## src/rtl/edge_event_pkg.sv

```systemverilog
// Shared types and helpers for the edge event arbiter: FSM encoding,
// round-robin pick result and the channel-index width helper.
package edge_event_pkg;

   localparam int MAX_CH = 32;

   typedef enum logic [0:0] {
      IDLE  = 1'b0,
      OFFER = 1'b1
   } evt_state_t;

   typedef struct packed {
      logic       found;
      logic [4:0] idx;
   } rr_pick_t;

   function automatic int ch_w(input int n);
      return $clog2(n);
   endfunction

   // First set bit of pend[n-1:0], searching upward from last+1 and wrapping.
   function automatic rr_pick_t rr_pick(input logic [MAX_CH-1:0] pend,
                                        input int unsigned last,
                                        input int unsigned n);
      rr_pick_t    r;
      int unsigned idx;
      r = '0;
      for (int unsigned i = 1; i <= MAX_CH; i++) begin
         idx = (last + i) % n;
         if (i <= n && !r.found && pend[idx[4:0]]) begin
            r.found = 1'b1;
            r.idx   = idx[4:0];
         end
      end
      return r;
   endfunction

endpackage

```

## src/rtl/edge_event_arbiter_sync.sv

```systemverilog
// Per-channel synchronizer followed by a registered one-cycle rising-edge pulse.
module edge_pulse_sync #(
   parameter int SYNC_STAGES = 2
) (
   input  logic clk,
   input  logic rst,
   input  logic d,
   output logic q
);

   logic [SYNC_STAGES-1:0] sync;
   logic                   hist;

   always_ff @(posedge clk or posedge rst) begin
      if (rst) begin
         sync <= '0;
         hist <= 1'b0;
         q    <= 1'b0;
      end else begin
         sync <= {sync[SYNC_STAGES-2:0], d};
         hist <= sync[SYNC_STAGES-1];
         q    <= sync[SYNC_STAGES-1] & ~hist;
      end
   end

endmodule

```

## src/rtl/edge_event_arbiter.sv

```systemverilog
// Latches synchronized rising edges as pending events and offers them one at a
// time, round-robin, on a valid/ready port; counts events lost to overrun.
module edge_event_arbiter
   import edge_event_pkg::*;
#(
   parameter  int N_CH        = 8,
   parameter  int SYNC_STAGES = 2,
   parameter  int CNT_W       = 8,
   localparam int CH_W        = ch_w(N_CH)
) (
   input  logic             clk,
   input  logic             rst,
   input  logic             en,
   input  logic [N_CH-1:0]  d,
   output logic             evt_valid,
   input  logic             evt_ready,
   output logic [CH_W-1:0]  evt_ch,
   output logic [N_CH-1:0]  pending,
   output logic [CNT_W-1:0] drop_cnt,
   output logic             drop_flag,
   input  logic             clr_drop
);

   localparam int SUM_W = CNT_W + 6;

   logic [N_CH-1:0]   rise;
   evt_state_t        state;
   logic [CH_W-1:0]   last_grant;
   logic              accept;
   logic [N_CH-1:0]   acc_mask, lost, pend_next, cand;
   logic [MAX_CH-1:0] pick_src;
   logic [CH_W-1:0]   pick_last, pick_idx;
   rr_pick_t          pick;
   logic [5:0]        n_lost;
   logic [CNT_W-1:0]  cnt_base, cnt_next;
   logic [SUM_W-1:0]  cnt_sum;

   for (genvar i = 0; i < N_CH; i++) begin : g_ch
      edge_pulse_sync #(.SYNC_STAGES(SYNC_STAGES)) u_sync (
         .clk (clk),
         .rst (rst),
         .d   (d[i]),
         .q   (rise[i])
      );
   end

   assign accept = evt_valid & evt_ready;

   always_comb begin
      acc_mask = '0;
      if (accept) acc_mask[evt_ch] = 1'b1;
      lost      = rise & pending & ~acc_mask;
      pend_next = (pending & ~acc_mask) | rise;
      // After a handshake the accepted channel only competes again if it re-rose.
      cand      = accept ? ((pending & ~acc_mask) | (rise & acc_mask)) : pending;
      pick_src  = '0;
      pick_src[N_CH-1:0] = cand;
      pick_last = accept ? evt_ch : last_grant;
      pick      = rr_pick(pick_src, 32'(pick_last), N_CH);
      pick_idx  = CH_W'(pick.idx);
   end

   always_comb begin
      n_lost = '0;
      for (int i = 0; i < N_CH; i++) n_lost = n_lost + 6'(lost[i]);
      cnt_base = clr_drop ? '0 : drop_cnt;
      cnt_sum  = SUM_W'(cnt_base) + SUM_W'(n_lost);
      cnt_next = (|cnt_sum[SUM_W-1:CNT_W]) ? '1 : cnt_sum[CNT_W-1:0];
   end

   always_ff @(posedge clk or posedge rst) begin
      if (rst) begin
         state      <= IDLE;
         evt_valid  <= 1'b0;
         evt_ch     <= '0;
         pending    <= '0;
         last_grant <= CH_W'(N_CH - 1);
         drop_cnt   <= '0;
         drop_flag  <= 1'b0;
      end else begin
         pending   <= pend_next;
         drop_cnt  <= cnt_next;
         drop_flag <= (drop_flag & ~clr_drop) | (|lost);
         case (state)
            IDLE: begin
               if (en && pick.found) begin
                  evt_ch    <= pick_idx;
                  evt_valid <= 1'b1;
                  state     <= OFFER;
               end
            end
            OFFER: begin
               if (evt_ready) begin
                  last_grant <= evt_ch;
                  if (en && pick.found) begin
                     evt_ch <= pick_idx;
                  end else begin
                     evt_valid <= 1'b0;
                     state     <= IDLE;
                  end
               end
            end
            default: state <= IDLE;
         endcase
      end
   end

endmodule
```

## config.mk

```make
export PLATFORM = sky130hd
export DESIGN_NAME = edge_event_arbiter
export DESIGN_NICKNAME = d
export VERILOG_FILES = /design/src/rtl/edge_event_pkg.sv /design/src/rtl/edge_event_arbiter_sync.sv /design/src/rtl/edge_event_arbiter.sv
export SDC_FILE = /design/constraint.sdc
export NUM_CORES = 1
export LEC_CHECK = 0
export BUFFER_PORTS_ARGS = -buffer_cell sky130_fd_sc_hd__buf_2
export CORE_MARGIN = 3
export CORE_UTILIZATION = 50
export DETAILED_ROUTE_END_ITERATION = 10
export GPL_TIMING_DRIVEN = 0
export PLACE_DENSITY = 0.71
export SLEW_MARGIN = 15
export SYNTH_ARGS = -nofsm -noshare
export SYNTH_HDL_FRONTEND = slang
export SYNTH_SLANG_ARGS = --single-unit
```

## constraint.sdc

```tcl
create_clock -name clk -period 13.96 [get_ports clk]
set_input_delay 2.792 -clock clk [delete_from_list [all_inputs] [get_ports clk]]
set_output_delay 2.792 -clock clk [all_outputs]
set_load 0.02 [all_outputs]
```

==> run_summary.xml, run 1 <==
<?xml version="1.0" encoding="UTF-8"?>
<metrics>
  <group name="synthesis">
    <metric name="asyncSetResetFlopFracSynth" unit="">1.000</metric>
    <metric name="synth_enable_flop_cells" unit="">0</metric>
    <metric name="synth_top_cell_area_share" unit="">0.4004</metric>
    <metric name="synth_area" unit="mm²">0.003374</metric>
    <metric name="synth_largest_area_cell" unit="">sky130_fd_sc_hd__dfrtp_1</metric>
    <metric name="seq_area_frac_synth" unit="">0.4238</metric>
    <metric name="primary_flip_flop_cell_chosen_by_synthesis_mapping" unit="">sky130_fd_sc_hd__dfrtp_1</metric>
    <metric name="ys_ff_latch" unit="">57</metric>
    <metric name="synth_nets" unit="">333</metric>
    <metric name="yosys_warnings" unit="">0</metric>
    <metric name="synth.lib_cells_used.distinct" unit="">71</metric>
    <metric name="ys_top_cells_by_area" unit="">sky130_fd_sc_hd__dfrtp_1 (40%), sky130_fd_sc_hd__ha_1 (4.1%), sky130_fd_sc_hd__mux4_2 (4.0%)</metric>
    <metric name="syn_inst" unit="">304</metric>
    <metric name="post_synth.cell_area_avg" unit="µm²">11.10</metric>
  </group>
  <group name="job">
    <metric name="maxCapViolations" unit="">0</metric>
  </group>
  <group name="cts">
    <metric name="insertion_delay" unit="ps">330</metric>
    <metric name="cts.reportedPaths.clkPinSlew" unit="ps">70</metric>
    <metric name="cts_tree" unit="">done</metric>
    <metric name="cts.repair_timing.setup_buffer_count" unit="">0</metric>
    <metric name="hold_buffer_count_at_cts" unit="">0</metric>
    <metric name="cts-buffers-inserted" unit="">9</metric>
    <metric name="clock_tree.htree_level_count" unit="">3</metric>
    <metric name="clkSinkCount" unit="">57</metric>
    <metric name="post_cts.resized_instances" unit="">0</metric>
    <metric name="clk_root_buffer_cell" unit="">sky130_fd_sc_hd__clkbuf_8</metric>
    <metric name="ctsLongestPathBuffers" unit="">2</metric>
  </group>
  <group name="floorplan">
    <metric name="fp.dieH" unit="µm">88.15</metric>
    <metric name="core_area" unit="mm²">0.006459</metric>
    <metric name="num_io_pins" unit="">34</metric>
    <metric name="chipWidth" unit="µm">88.15</metric>
    <metric name="fp-row-count" unit="">29</metric>
    <metric name="die_area" unit="mm²">0.007770</metric>
    <metric name="initial_core_util" unit="">0.5225</metric>
  </group>
  <group name="layout">
    <metric name="antenna_cells" unit="">0</metric>
    <metric name="finish.utilization" unit="">0.5953</metric>
    <metric name="total_area_of_multi_input_combinational_cells" unit="mm²">0.001832</metric>
    <metric name="finish.cell_count_without_fillers" unit="">430</metric>
    <metric name="post_route_cells_drive_above_1_share" unit="">0.2691</metric>
    <metric name="fill_cells" unit="">563</metric>
    <metric name="final_common_cell" unit="">sky130_fd_sc_hd__dfrtp_1</metric>
    <metric name="synthToLayoutAreaGrowth" unit="%">13.94</metric>
    <metric name="nets" unit="">377</metric>
    <metric name="regArea" unit="mm²">0.001430</metric>
    <metric name="final_cell_mix" unit="">sky130_fd_sc_hd__dfrtp_1 (54), sky130_fd_sc_hd__buf_2 (35), sky130_fd_sc_hd__nor2_1 (23)</metric>
  </group>
  <group name="sta">
    <metric name="maxSlewViolCount" unit="">0</metric>
    <metric name="final-setup-viol-count" unit="">0</metric>
    <metric name="worst-slew-pin-transition" unit="ps">573.1</metric>
    <metric name="relSlewSlack" unit="">0.6179</metric>
    <metric name="setup_total_negative_slack" unit="ps">0</metric>
    <metric name="worst_slack" unit="ps">6878</metric>
    <metric name="fin_hold_viols" unit="">0</metric>
    <metric name="achievable-frequency" unit="MHz">141.2</metric>
    <metric name="worst_clock_skew" unit="ps">7.086</metric>
    <metric name="smallest_hold_slack" unit="ps">347.7</metric>
    <metric name="crit_path_time_final" unit="ps">7082</metric>
    <metric name="rsz0062_at_grt" unit="">no</metric>
    <metric name="timing.final.crit_share" unit="">0.5073</metric>
  </group>
  <group name="route">
    <metric name="via_count" unit="">2498</metric>
    <metric name="routed_via_density" unit="">5.809</metric>
    <metric name="dr.pass1.iters" unit="">4</metric>
    <metric name="route.final.wire_length" unit="µm">6941</metric>
    <metric name="drc" unit="">0</metric>
    <metric name="wl_per_cell" unit="µm">16.14</metric>
    <metric name="detail_route.iter0.violations" unit="">229</metric>
    <metric name="drt.antenna.violating_nets" unit="">0</metric>
  </group>
  <group name="setup_path">
    <metric name="crit_required" unit="ps">14210</metric>
    <metric name="worstSetupPathType" unit="">in -&gt; reg</metric>
    <metric name="critical-path-max-stage-delay" unit="ps">770</metric>
    <metric name="critical-path-slowest-cell" unit="">sky130_fd_sc_hd__or4b_2</metric>
    <metric name="worst-path-max-fanout" unit="">10</metric>
    <metric name="timing.critical_path.mode_cell" unit="">sky130_fd_sc_hd__fa_1</metric>
    <metric name="critical_path_buf_inv_count" unit="">2</metric>
    <metric name="cp_top_family" unit="">adder cells</metric>
    <metric name="cp-end-kind" unit="">flip-flop</metric>
    <metric name="worst-endpoint-arrival" unit="ps">7340</metric>
    <metric name="path_cells" unit="">buf_2 -&gt; buf_6 -&gt; nand3b_4 -&gt; o21ai_0 -&gt; nor2_1 -&gt; fa_1 -&gt; fa_1 -&gt; fa_1 -&gt; fa_1 -&gt; xor2_1 -&gt; ha_1 -&gt; a21o_1 -&gt; a21oi_1 -&gt; or4b_2 -&gt; o21ai_0</metric>
    <metric name="startpoint_type" unit="">input pin</metric>
    <metric name="reg2reg_setup_slack" unit="ps">9050</metric>
  </group>
  <group name="global_route">
    <metric name="global_route.overflow_total" unit="">0</metric>
    <metric name="vias_in_the_first_global_route" unit="">2471</metric>
    <metric name="gr-usage-all-layers" unit="">0.2015</metric>
    <metric name="grt_pass1_wl" unit="µm">11850</metric>
    <metric name="pin_count_of_the_biggest_net_entering_global_routing" unit="">37</metric>
    <metric name="antenna_violations_before_repair" unit="">0</metric>
  </group>
  <group name="power">
    <metric name="power.combinational.fraction" unit="">0.566</metric>
    <metric name="leakagePower" unit="nW">1.684</metric>
    <metric name="power.ir.vdd_worst" unit="mV">0.09798</metric>
    <metric name="cellPowerDensity" unit="mW/mm²">218.9</metric>
    <metric name="p_sw_frac" unit="">0.4291</metric>
    <metric name="part_of_the_power_in_the_clock_network" unit="">0.177</metric>
    <metric name="cellInternalPower" unit="mW">0.4805</metric>
    <metric name="power.share.sequential" unit="">0.257</metric>
    <metric name="power.switching" unit="mW">0.3611</metric>
  </group>
  <group name="place">
    <metric name="place.detailed.instances" unit="">414</metric>
    <metric name="place_worst_setup_slack" unit="ps">6566</metric>
    <metric name="port_buffers" unit="">32</metric>
    <metric name="dp_hpwl" unit="µm">5293</metric>
    <metric name="place.gp.congestion" unit="">0.8721</metric>
  </group>
  <group name="status">
    <metric name="run_status" unit="">complete, no violations</metric>
  </group>
  <group name="min_path">
    <metric name="min-delay-path-class" unit="">reg -&gt; reg</metric>
  </group>
</metrics>
sequential cells by signal, indices dropped and copies added, names as in the netlist:
name and flops:
drop_cnt 8, g_ch.u_sync.sync 16, drop_flag 1, pending 8, evt_ch 3, g_ch.u_sync.q 8, state 1, last_grant 3
g_ch.u_sync.hist 8, evt_valid 1
synthesized netlist by cell type, drive strengths merged, types with 3 or more instances:
cell type	n
dfrtp	54
nor2	23
nand2	18
nor2b	15
inv	13
o21ai	13
ha	11
mux2i	8
mux2	7
nand2b	7
nand3	7
a21oi	6
and2	6
buf	6
mux4	6
nor3	6
or2	6
a211oi	5
a21o	5
fa	5
o21a	5
clkbuf	4
xnor2	4
a21boi	3
a2bb2oi	3
and3	3
dfstp	3
o211ai	3
o22ai	3
worst register-to-register path, delay by kind of cell, from the launching register on:
kind | cells | cell delay [ps]
fa+ha+maj | 5 | 2260
simple gates | 3 | 1180
flops | 1 | 450
xor+xnor | 1 | 150
compound gates | 4 | 800
through the flow:
step                      cell area (µm²)  total power [mW]
after global placement               3631            0.6811
after global routing                 3845            0.9052
final                                3845            0.8416
after floorplan                      3374            0.5856
after detailed placement             3651            0.6907
after CTS                            3845            0.8456
cell families (layout without fill, tap and decap cells):
group                    after synthesis  count (layout)  synth area share
AO/OA/AOI/OAI                         78              78            0.1880
XOR/XNOR                               6               6           0.02002
AND/OR/NAND/NOR                      103             103            0.1772
flip-flops                            57              57            0.4238
multiplexers                          21              21           0.08714
buffers and inverters                 23              72           0.03337
adder cells (fa/ha/maj)               16              16           0.07045
area by class of cell:
type,count,share of cell area
clock buffer,9,0.03222
buffer,10,0.01660
clock inverter,7,0.01822
inverter,13,0.01269
tap,77,0.02506
timing repair buffer,33,0.04686
sequential,57,0.3719
multi-input combinational,224,0.4764
power by group through the flow:
stage | Sequential [mW] | Clock [mW] | Combinational, mW
floorplan | 0.234 | 0 | 0.352
global placement | 0.218 | 0 | 0.463
detailed placement | 0.220 | 0 | 0.471
CTS | 0.217 | 0.155 | 0.474
global route | 0.220 | 0.163 | 0.522
finish | 0.217 | 0.149 | 0.476
metal layers:
layer  up-vias  share of wire  GRT usage
li1       1209              -          -
met1      1211           0.46     0.2625
met4         0          0.028    0.08516
met3        14          0.036    0.05268
met2        64           0.47     0.3199
met5         -              0          0
worst paths after layout:
path,startpoint,to,cells after the start
max,evt_ready,drop_cnt[5],15
max reg2reg,evt_ch[2],drop_cnt[5],13
min reg2reg,g_ch[7].u_sync.sync[0],g_ch[7].u_sync.sync[1],0
max in group asynchronous,rst,last_grant[2],3
min,g_ch[7].u_sync.sync[0],g_ch[7].u_sync.sync[1],0
min in group asynchronous,rst,g_ch[3].u_sync.q,2
(Power assumes the default switching activity.)
==> inputs of run 2 (changes only) <==
Settings changed: ABC_AREA set to 1.
Clock period 13.96 ns to 6.7 ns, I/O delays scaled along.
==> run 2 against run 1 <==
Against the previous run: clock skew about the same; final cell count up 26%; wire length down 1.0%; power up 100%; sequential power up 100%; critical endpoint is now drop_cnt[7]; clock-buffer cell count up 2; critical path type unchanged; synthesized area down 2.2%; critical path depth up 6; global-route usage down 0.054 points; synthesized cell count up 37%.
==> run_summary.xml, run 2 <==
<?xml version="1.0" encoding="UTF-8"?>
<metrics>
  <group name="status">
    <metric name="run_status" unit="">complete, no violations</metric>
  </group>
  <group name="layout">
    <metric name="nets" unit="">490</metric>
    <metric name="finish.cell_count_without_fillers" unit="">541</metric>
    <metric name="antenna_cells" unit="">0</metric>
    <metric name="synthToLayoutAreaGrowth" unit="%">14.71</metric>
    <metric name="final_cell_mix" unit="">sky130_fd_sc_hd__nand2_1 (94), sky130_fd_sc_hd__nand3_1 (83), sky130_fd_sc_hd__inv_1 (58)</metric>
    <metric name="final_common_cell" unit="">sky130_fd_sc_hd__nand2_1</metric>
    <metric name="finish.utilization" unit="">0.6140</metric>
    <metric name="register_ranked_first_by_flip_flop_count" unit="">g_ch.u_sync.sync</metric>
    <metric name="post_route_cells_drive_above_1_share" unit="">0.1717</metric>
    <metric name="max_ffs_per_register" unit="">16</metric>
  </group>
  <group name="setup_path">
    <metric name="startpoint_type" unit="">input pin</metric>
    <metric name="worst-path-max-fanout" unit="">7</metric>
    <metric name="reg2reg_setup_slack" unit="ps">1780</metric>
    <metric name="crit_required" unit="ps">6900</metric>
    <metric name="cp_top_family" unit="">adder cells</metric>
    <metric name="critical-path-slowest-cell" unit="">sky130_fd_sc_hd__fa_1</metric>
    <metric name="worstSetupPathType" unit="">in -&gt; reg</metric>
    <metric name="path_cells" unit="">buf_2 -&gt; nand2_4 -&gt; nor2_2 -&gt; nand2_1 -&gt; nand2_1 -&gt; nor2_1 -&gt; fa_1 -&gt; fa_1 -&gt; fa_1 -&gt; fa_1 -&gt; xor2_1 -&gt; ha_1 -&gt; a21oi_1 -&gt; inv_1 -&gt; a31oi_1 -&gt; inv_1 -&gt; nand2_1 -&gt; inv_1 -&gt; o21ai_0 -&gt; nor3_1 -&gt; nand3b_1</metric>
    <metric name="worst-endpoint-arrival" unit="ps">5660</metric>
    <metric name="critical-path-max-stage-delay" unit="ps">500</metric>
    <metric name="critical_path_buf_inv_count" unit="">4</metric>
    <metric name="timing.critical_path.mode_cell" unit="">sky130_fd_sc_hd__fa_1</metric>
    <metric name="cp-end-kind" unit="">flip-flop</metric>
  </group>
  <group name="route">
    <metric name="dr.pass1.iters" unit="">5</metric>
    <metric name="routed_via_density" unit="">5.226</metric>
    <metric name="drt-met1-wl" unit="µm">3126</metric>
    <metric name="drc" unit="">0</metric>
    <metric name="met3_wirelength" unit="µm">330</metric>
    <metric name="detail_route.iter0.violations" unit="">238</metric>
    <metric name="routed-wl-met2" unit="µm">3310</metric>
    <metric name="drt.antenna.violating_nets" unit="">0</metric>
    <metric name="wl_per_cell" unit="µm">12.70</metric>
    <metric name="via_count" unit="">2827</metric>
    <metric name="top_layer_used" unit="">met4</metric>
    <metric name="route.final.wire_length" unit="µm">6869</metric>
  </group>
  <group name="global_route">
    <metric name="vias_in_the_first_global_route" unit="">2582</metric>
    <metric name="global_route.overflow_total" unit="">0</metric>
    <metric name="antenna_violations_before_repair" unit="">0</metric>
    <metric name="gr-usage-all-layers" unit="">0.2010</metric>
    <metric name="grt_pass1_wl" unit="µm">11820</metric>
    <metric name="pin_count_of_the_biggest_net_entering_global_routing" unit="">36</metric>
  </group>
  <group name="sta">
    <metric name="maxSlewViolCount" unit="">0</metric>
    <metric name="achievable-frequency" unit="MHz">183.3</metric>
    <metric name="setup_total_negative_slack" unit="ps">0</metric>
    <metric name="relSlewSlack" unit="">0.6728</metric>
    <metric name="rsz0062_at_grt" unit="">no</metric>
    <metric name="fin_hold_viols" unit="">0</metric>
    <metric name="worst-slew-pin-transition" unit="ps">490.0</metric>
    <metric name="timing.final.crit_share" unit="">0.8143</metric>
    <metric name="worst_clock_skew" unit="ps">7.499</metric>
    <metric name="crit_path_time_final" unit="ps">5456</metric>
    <metric name="final-setup-viol-count" unit="">0</metric>
  </group>
  <group name="synthesis">
    <metric name="ys_top_cells_by_area" unit="">sky130_fd_sc_hd__dfrtp_1 (41%), sky130_fd_sc_hd__nand3_1 (13%), sky130_fd_sc_hd__nand2_1 (11%)</metric>
    <metric name="synth.lib_cells_used.distinct" unit="">37</metric>
    <metric name="ys_ff_latch" unit="">57</metric>
    <metric name="synth.top_cells.by_count" unit="">sky130_fd_sc_hd__nand2_1 (94), sky130_fd_sc_hd__nand3_1 (83), sky130_fd_sc_hd__inv_1 (59)</metric>
    <metric name="post_synth.cell_area_avg" unit="µm²">7.915</metric>
    <metric name="synth_area" unit="mm²">0.003301</metric>
    <metric name="yosys_warnings" unit="">0</metric>
    <metric name="synth_nets" unit="">446</metric>
    <metric name="primary_flip_flop_cell_chosen_by_synthesis_mapping" unit="">sky130_fd_sc_hd__dfrtp_1</metric>
    <metric name="synth_enable_flop_cells" unit="">0</metric>
    <metric name="syn_inst" unit="">417</metric>
    <metric name="synth_top_cell_area_share" unit="">0.4094</metric>
    <metric name="synth_largest_area_cell" unit="">sky130_fd_sc_hd__dfrtp_1</metric>
    <metric name="asyncSetResetFlopFracSynth" unit="">1.000</metric>
    <metric name="synth_most_common_cell" unit="">sky130_fd_sc_hd__nand2_1</metric>
    <metric name="seq_area_frac_synth" unit="">0.4333</metric>
  </group>
  <group name="floorplan">
    <metric name="die_area" unit="mm²">0.007613</metric>
    <metric name="fp.dieH" unit="µm">87.25</metric>
    <metric name="core_area" unit="mm²">0.006166</metric>
    <metric name="fp-row-count" unit="">28</metric>
    <metric name="num_io_pins" unit="">34</metric>
    <metric name="initial_core_util" unit="">0.5353</metric>
    <metric name="chipWidth" unit="µm">87.25</metric>
  </group>
  <group name="cts">
    <metric name="clock_tree.htree_level_count" unit="">3</metric>
    <metric name="insertion_delay" unit="ps">330</metric>
    <metric name="clk_root_buffer_cell" unit="">sky130_fd_sc_hd__clkbuf_8</metric>
    <metric name="cts-buffers-inserted" unit="">9</metric>
    <metric name="cts_tree" unit="">done</metric>
    <metric name="cts.reportedPaths.clkPinSlew" unit="ps">70</metric>
    <metric name="ctsLongestPathBuffers" unit="">2</metric>
    <metric name="post_cts.resized_instances" unit="">0</metric>
    <metric name="hold_buffer_count_at_cts" unit="">0</metric>
    <metric name="cts.repair_timing.setup_buffer_count" unit="">0</metric>
    <metric name="clkSinkCount" unit="">57</metric>
  </group>
  <group name="place">
    <metric name="port_buffers" unit="">32</metric>
    <metric name="dp_hpwl" unit="µm">5222</metric>
    <metric name="place.gp.congestion" unit="">0.8924</metric>
    <metric name="place.detailed.instances" unit="">525</metric>
  </group>
  <group name="power">
    <metric name="cellPowerDensity" unit="mW/mm²">453.3</metric>
    <metric name="cellInternalPower" unit="mW">0.9064</metric>
    <metric name="power.switching" unit="mW">0.8100</metric>
    <metric name="power.combinational.fraction" unit="">0.544</metric>
    <metric name="part_of_the_power_in_the_clock_network" unit="">0.199</metric>
    <metric name="leakagePower" unit="nW">1.997</metric>
    <metric name="power.share.sequential" unit="">0.257</metric>
    <metric name="power.ir.vdd_worst" unit="mV">0.2343</metric>
    <metric name="p_sw_frac" unit="">0.4719</metric>
  </group>
  <group name="min_path">
    <metric name="min-delay-path-class" unit="">reg -&gt; reg</metric>
  </group>
  <group name="job">
    <metric name="maxCapViolations" unit="">0</metric>
  </group>
</metrics>
run 2: cell types whose count changed after synthesis, moves of 7 or more:
cell	change
sky130_fd_sc_hd__inv_1	+47
sky130_fd_sc_hd__mux2i_1	-8
sky130_fd_sc_hd__nand3_1	+78
sky130_fd_sc_hd__nand2b_1	-7
sky130_fd_sc_hd__nand2_1	+77
sky130_fd_sc_hd__mux2_2	-7
sky130_fd_sc_hd__nor2b_1	-15
sky130_fd_sc_hd__nor2_1	+20
run 2: layer usage:
layer / GRT usage / vias to the layer above
met3: 0.04541 / 12
met4: 0.07810 / 0
met1: 0.2783 / 1313
met2: 0.3075 / 83
li1: - / 1419
met5: 0 / -
run 2: final timing paths:
path | cells past startpoint | startpoint | endpoint
worst max-delay path | 21 | evt_ready | drop_cnt[7]
worst min-delay path | 0 | g_ch[2].u_sync.sync[0] | g_ch[2].u_sync.sync[1]
worst max register to register | 20 | evt_ch[1] | drop_cnt[7]
worst min register to register | 0 | g_ch[2].u_sync.sync[0] | g_ch[2].u_sync.sync[1]
max in group asynchronous | 3 | rst | g_ch[4].u_sync.sync[1]
min in group asynchronous | 2 | rst | g_ch[2].u_sync.sync[0]
run 2: power by group through the flow:
stage / clock network [mW] / logic (mW) / registers (mW)
after floorplan: 0 / 0.671 / 0.484
after global placement: 0 / 0.902 / 0.445
after detailed placement: 0 / 0.921 / 0.448
after CTS: 0.350 / 0.926 / 0.442
after global routing: 0.368 / 1.05 / 0.449
final: 0.342 / 0.933 / 0.441
run 2: layout make-up:
class,count,area (µm²)
Buffer,6,41.29
Clock buffer,11,131.4
Clock inverter,5,80.08
Fill cell,534,2380
Inverter,64,240.2
Multi-Input combinational cell,290,1589
Sequential cell,57,1430
Tap cell,75,93.84
Timing Repair Buffer,33,180.2
run 2: cell families after synthesis:
kind of cell	after synthesis	synth area share
AND/OR/NAND/NOR	246	0.3495
AO/OA/AOI/OAI	24	0.04701
flip-flops	57	0.4333
buffers and inverters	70	0.08529
adder cells (fa/ha/maj)	16	0.07202
XOR/XNOR	4	0.01289
run 2: worst reg2reg max path: cells and delay by family, from the launching register on:
family | cells | cell delay [ps]
buf+inv | 4 | 340
compound gates | 3 | 680
flops | 1 | 510
fa+ha+maj | 5 | 2290
xor+xnor | 1 | 160
simple gates | 7 | 820
run 2: metrics by stage:
| step | setup slack (ps) | cell area [µm²] | power (mW) | hold slack (ps) |
|---|---|---|---|---|
| floorplan | 1508 | 3301 | 1.155 | 331.2 |
| global placement | 1029 | 3555 | 1.347 | 332.6 |
| detailed placement | 962.5 | 3575 | 1.369 | 336.2 |
| CTS | 1305 | 3786 | 1.718 | 351.1 |
| global route | 940.3 | 3786 | 1.864 | 355.9 |
| finish | 1244 | 3786 | 1.716 | 348.5 |
==> inputs of run 3 (changes only) <==
Settings changed: ABC_AREA 1 to 0.
Clock period 6.7 ns to 5.1 ns, I/O delays scaled along.
==> run 3 against run 2 <==
Against the previous run: design area is 3.0% higher; core utilization is 1.0 points lower; wire length is 3.3% higher; die area is 2.1% higher; sequential power is 34% higher; via count is 12% lower; non-clock buffer count is 4 higher; sequential share of layout area is 1.1 points lower; power is 39% higher; final cell count is 21% lower; critical path type unchanged.
==> run_summary.xml, run 3 (same netlist as run 1, synthesis figures left out) <==
<?xml version="1.0" encoding="UTF-8"?>
<metrics>
  <group name="min_path">
    <metric name="holdCritStartpoint" unit="">g_ch[2].u_sync.sync[0]</metric>
    <metric name="min-delay-path-class" unit="">reg -&gt; reg</metric>
    <metric name="hold-path-cell-count" unit="">0</metric>
    <metric name="hold_path_end" unit="">g_ch[2].u_sync.sync[1]</metric>
  </group>
  <group name="cts">
    <metric name="cts.repair_timing.setup_buffer_count" unit="">0</metric>
    <metric name="insertion_delay" unit="ps">340</metric>
    <metric name="clk_root_buffer_cell" unit="">sky130_fd_sc_hd__clkbuf_8</metric>
    <metric name="clkSinkCount" unit="">57</metric>
    <metric name="cts_tree" unit="">done</metric>
    <metric name="cts.reportedPaths.clkPinSlew" unit="ps">70</metric>
    <metric name="ctsLongestPathBuffers" unit="">2</metric>
    <metric name="hold_buffer_count_at_cts" unit="">0</metric>
    <metric name="clock_tree.htree_level_count" unit="">3</metric>
    <metric name="cts-buffers-inserted" unit="">9</metric>
  </group>
  <group name="setup_path">
    <metric name="reg2reg_setup_slack" unit="ps">420</metric>
    <metric name="cp_top_family" unit="">adder cells</metric>
    <metric name="path_cells" unit="">buf_2 -&gt; buf_6 -&gt; nand3b_4 -&gt; o21a_1 -&gt; nand2_1 -&gt; inv_1 -&gt; fa_1 -&gt; fa_1 -&gt; fa_1 -&gt; fa_1 -&gt; xor2_1 -&gt; ha_1 -&gt; a21o_1 -&gt; a21oi_2 -&gt; or4b_4 -&gt; o21ai_0</metric>
    <metric name="cp-end-kind" unit="">flip-flop</metric>
    <metric name="critical_path_buf_inv_count" unit="">3</metric>
    <metric name="timing.critical_path.mode_cell" unit="">sky130_fd_sc_hd__fa_1</metric>
    <metric name="critical-path-slowest-cell" unit="">sky130_fd_sc_hd__or4b_4</metric>
    <metric name="timing.reg2reg.worst_path_depth" unit="">15</metric>
    <metric name="regToRegEndpoint" unit="">drop_cnt[3]</metric>
    <metric name="worstSetupPathType" unit="">in -&gt; reg</metric>
    <metric name="worst-path-max-fanout" unit="">10</metric>
    <metric name="regToRegStartpoint" unit="">evt_ch[1]</metric>
    <metric name="timing.critical_path.from" unit="">evt_ready</metric>
    <metric name="crit_required" unit="ps">5350</metric>
    <metric name="startpoint_type" unit="">input pin</metric>
    <metric name="worst-endpoint-arrival" unit="ps">5100</metric>
    <metric name="critical-path-max-stage-delay" unit="ps">570</metric>
  </group>
  <group name="floorplan">
    <metric name="die_area" unit="mm²">0.007770</metric>
    <metric name="fp-row-count" unit="">29</metric>
    <metric name="fp.dieH" unit="µm">88.15</metric>
    <metric name="core_area" unit="mm²">0.006459</metric>
    <metric name="num_io_pins" unit="">34</metric>
    <metric name="chipWidth" unit="µm">88.15</metric>
    <metric name="initial_core_util" unit="">0.5225</metric>
  </group>
  <group name="layout">
    <metric name="finish.cell_count_without_fillers" unit="">430</metric>
    <metric name="register_ranked_first_by_flip_flop_count" unit="">g_ch.u_sync.sync</metric>
    <metric name="nets" unit="">377</metric>
    <metric name="regArea" unit="mm²">0.001430</metric>
    <metric name="total_area_of_multi_input_combinational_cells" unit="mm²">0.001854</metric>
    <metric name="final_cell_mix" unit="">sky130_fd_sc_hd__dfrtp_1 (54), sky130_fd_sc_hd__buf_2 (35), sky130_fd_sc_hd__nor2_1 (23)</metric>
    <metric name="max_ffs_per_register" unit="">16</metric>
    <metric name="synthToLayoutAreaGrowth" unit="%">15.54</metric>
    <metric name="final_common_cell" unit="">sky130_fd_sc_hd__dfrtp_1</metric>
    <metric name="fill_cells" unit="">535</metric>
    <metric name="antenna_cells" unit="">0</metric>
    <metric name="post_route_cells_drive_above_1_share" unit="">0.2776</metric>
  </group>
  <group name="route">
    <metric name="routed_via_density" unit="">5.795</metric>
    <metric name="drc" unit="">0</metric>
    <metric name="detail_route.iter0.violations" unit="">171</metric>
    <metric name="route.final.wire_length" unit="µm">7099</metric>
    <metric name="drt.antenna.violating_nets" unit="">0</metric>
    <metric name="dr.pass1.iters" unit="">4</metric>
    <metric name="wl_per_cell" unit="µm">16.51</metric>
    <metric name="via_count" unit="">2492</metric>
  </group>
  <group name="power">
    <metric name="power.switching" unit="mW">1.009</metric>
    <metric name="part_of_the_power_in_the_clock_network" unit="">0.199</metric>
    <metric name="power.combinational.fraction" unit="">0.552</metric>
    <metric name="cellPowerDensity" unit="mW/mm²">610.7</metric>
    <metric name="p_sw_frac" unit="">0.4238</metric>
    <metric name="leakagePower" unit="nW">1.696</metric>
    <metric name="power.ir.vdd_worst" unit="mV">0.2845</metric>
    <metric name="cellInternalPower" unit="mW">1.372</metric>
    <metric name="power.share.sequential" unit="">0.249</metric>
  </group>
  <group name="global_route">
    <metric name="global_route.overflow_total" unit="">0</metric>
    <metric name="grt_pass1_wl" unit="µm">12030</metric>
    <metric name="gr-usage-all-layers" unit="">0.2050</metric>
    <metric name="antenna_violations_before_repair" unit="">0</metric>
    <metric name="vias_in_the_first_global_route" unit="">2520</metric>
    <metric name="pin_count_of_the_biggest_net_entering_global_routing" unit="">33</metric>
  </group>
  <group name="sta">
    <metric name="timing.final.crit_share" unit="">0.9498</metric>
    <metric name="rsz0062_at_grt" unit="">no</metric>
    <metric name="worst_slack" unit="ps">256.1</metric>
    <metric name="worst-slew-pin-transition" unit="ps">578.4</metric>
    <metric name="crit_path_time_final" unit="ps">4844</metric>
    <metric name="fin_hold_viols" unit="">0</metric>
    <metric name="relSlewSlack" unit="">0.6144</metric>
    <metric name="final-setup-viol-count" unit="">0</metric>
    <metric name="worst_clock_skew" unit="ps">9.471</metric>
    <metric name="achievable-frequency" unit="MHz">206.4</metric>
    <metric name="maxSlewViolCount" unit="">0</metric>
  </group>
  <group name="place">
    <metric name="place.detailed.instances" unit="">414</metric>
    <metric name="place.gp.congestion" unit="">0.8796</metric>
    <metric name="dp_hpwl" unit="µm">5267</metric>
    <metric name="place_worst_setup_slack" unit="ps">-413.2</metric>
    <metric name="port_buffers" unit="">32</metric>
  </group>
  <group name="status">
    <metric name="run_status" unit="">complete, no violations</metric>
  </group>
  <group name="job">
    <metric name="maxCapViolations" unit="">0</metric>
  </group>
</metrics>
==> run 3: cell count changes in the layout (fill, tap and decap cells not counted), sizes merged, moves of 6 or more <==
| cell | change |
|---|---|
| nand2b | +7 |
| nor2 | -27 |
| mux2 | +7 |
| nand3 | -78 |
| nand2 | -82 |
| or2 | +6 |
| mux2i | +8 |
| mux4 | +6 |
| nor2b | +15 |
| inv | -49 |
==> run 3: what timing repair did <==
item / 4_1_cts / 5_1_grt
gates resized for setup: 2 / 4
endpoints found under the setup margin: 6 / 8
cloned: 0 / 0
==> run 3: layout make-up <==
type                       instances  share of cell area
clock buffer                       9             0.03177
buffer                            10             0.01637
inverter                          13             0.01252
clock inverter                     7             0.02599
multi-input combinational        224              0.4756
sequential                        57              0.3668
tap                               77             0.02471
timing repair buffer              33             0.04621
==> run 3: worst max path at each step <==
stage | to | slack [ps] | depth (start not counted)
6_report | drop_cnt[3] | 260 | 16
5_1_grt | drop_cnt[7] | 60 | 18
4_1_cts | drop_cnt[5] | 50 | 15
3_5_place_dp | drop_cnt[5] | -410 | 15
3_3_place_gp | drop_cnt[3] | -330 | 15
2_1_floorplan | drop_cnt[5] | 50 | 14
==> run 3: power by group through the flow <==
stage	Clock (mW)	Combinational [mW]	Sequential [mW]
2_1_floorplan	0	0.963	0.640
3_3_place_gp	0	1.27	0.597
3_5_place_dp	0	1.29	0.600
4_1_cts	0.488	1.30	0.593
5_1_grt	0.509	1.44	0.603
6_report	0.474	1.31	0.593
==> run 3: per-layer routing <==
metal	vias up	GRT usage	wire length [µm]
li1	1214	-	-
met1	1200	0.2690	3190
met2	65	0.3253	3454
met3	13	0.04986	312
met4	0	0.08791	142
met5	-	0	0
==> run 3: stage by stage <==
step                      power, mW  hold WS (ps)  TNS (ps)  instance area (µm²)    util
after floorplan               1.603         331.2         0                 3374       -
after global placement        1.865         331.6     -2104                 3631  0.5622
after detailed placement      1.889         334.7     -2693                 3651  0.5653
after CTS                     2.379         350.9         0                 3880  0.6007
after global routing          2.550         365.5         0                 3899  0.6036
final                         2.381         349.0         0                 3899  0.6036
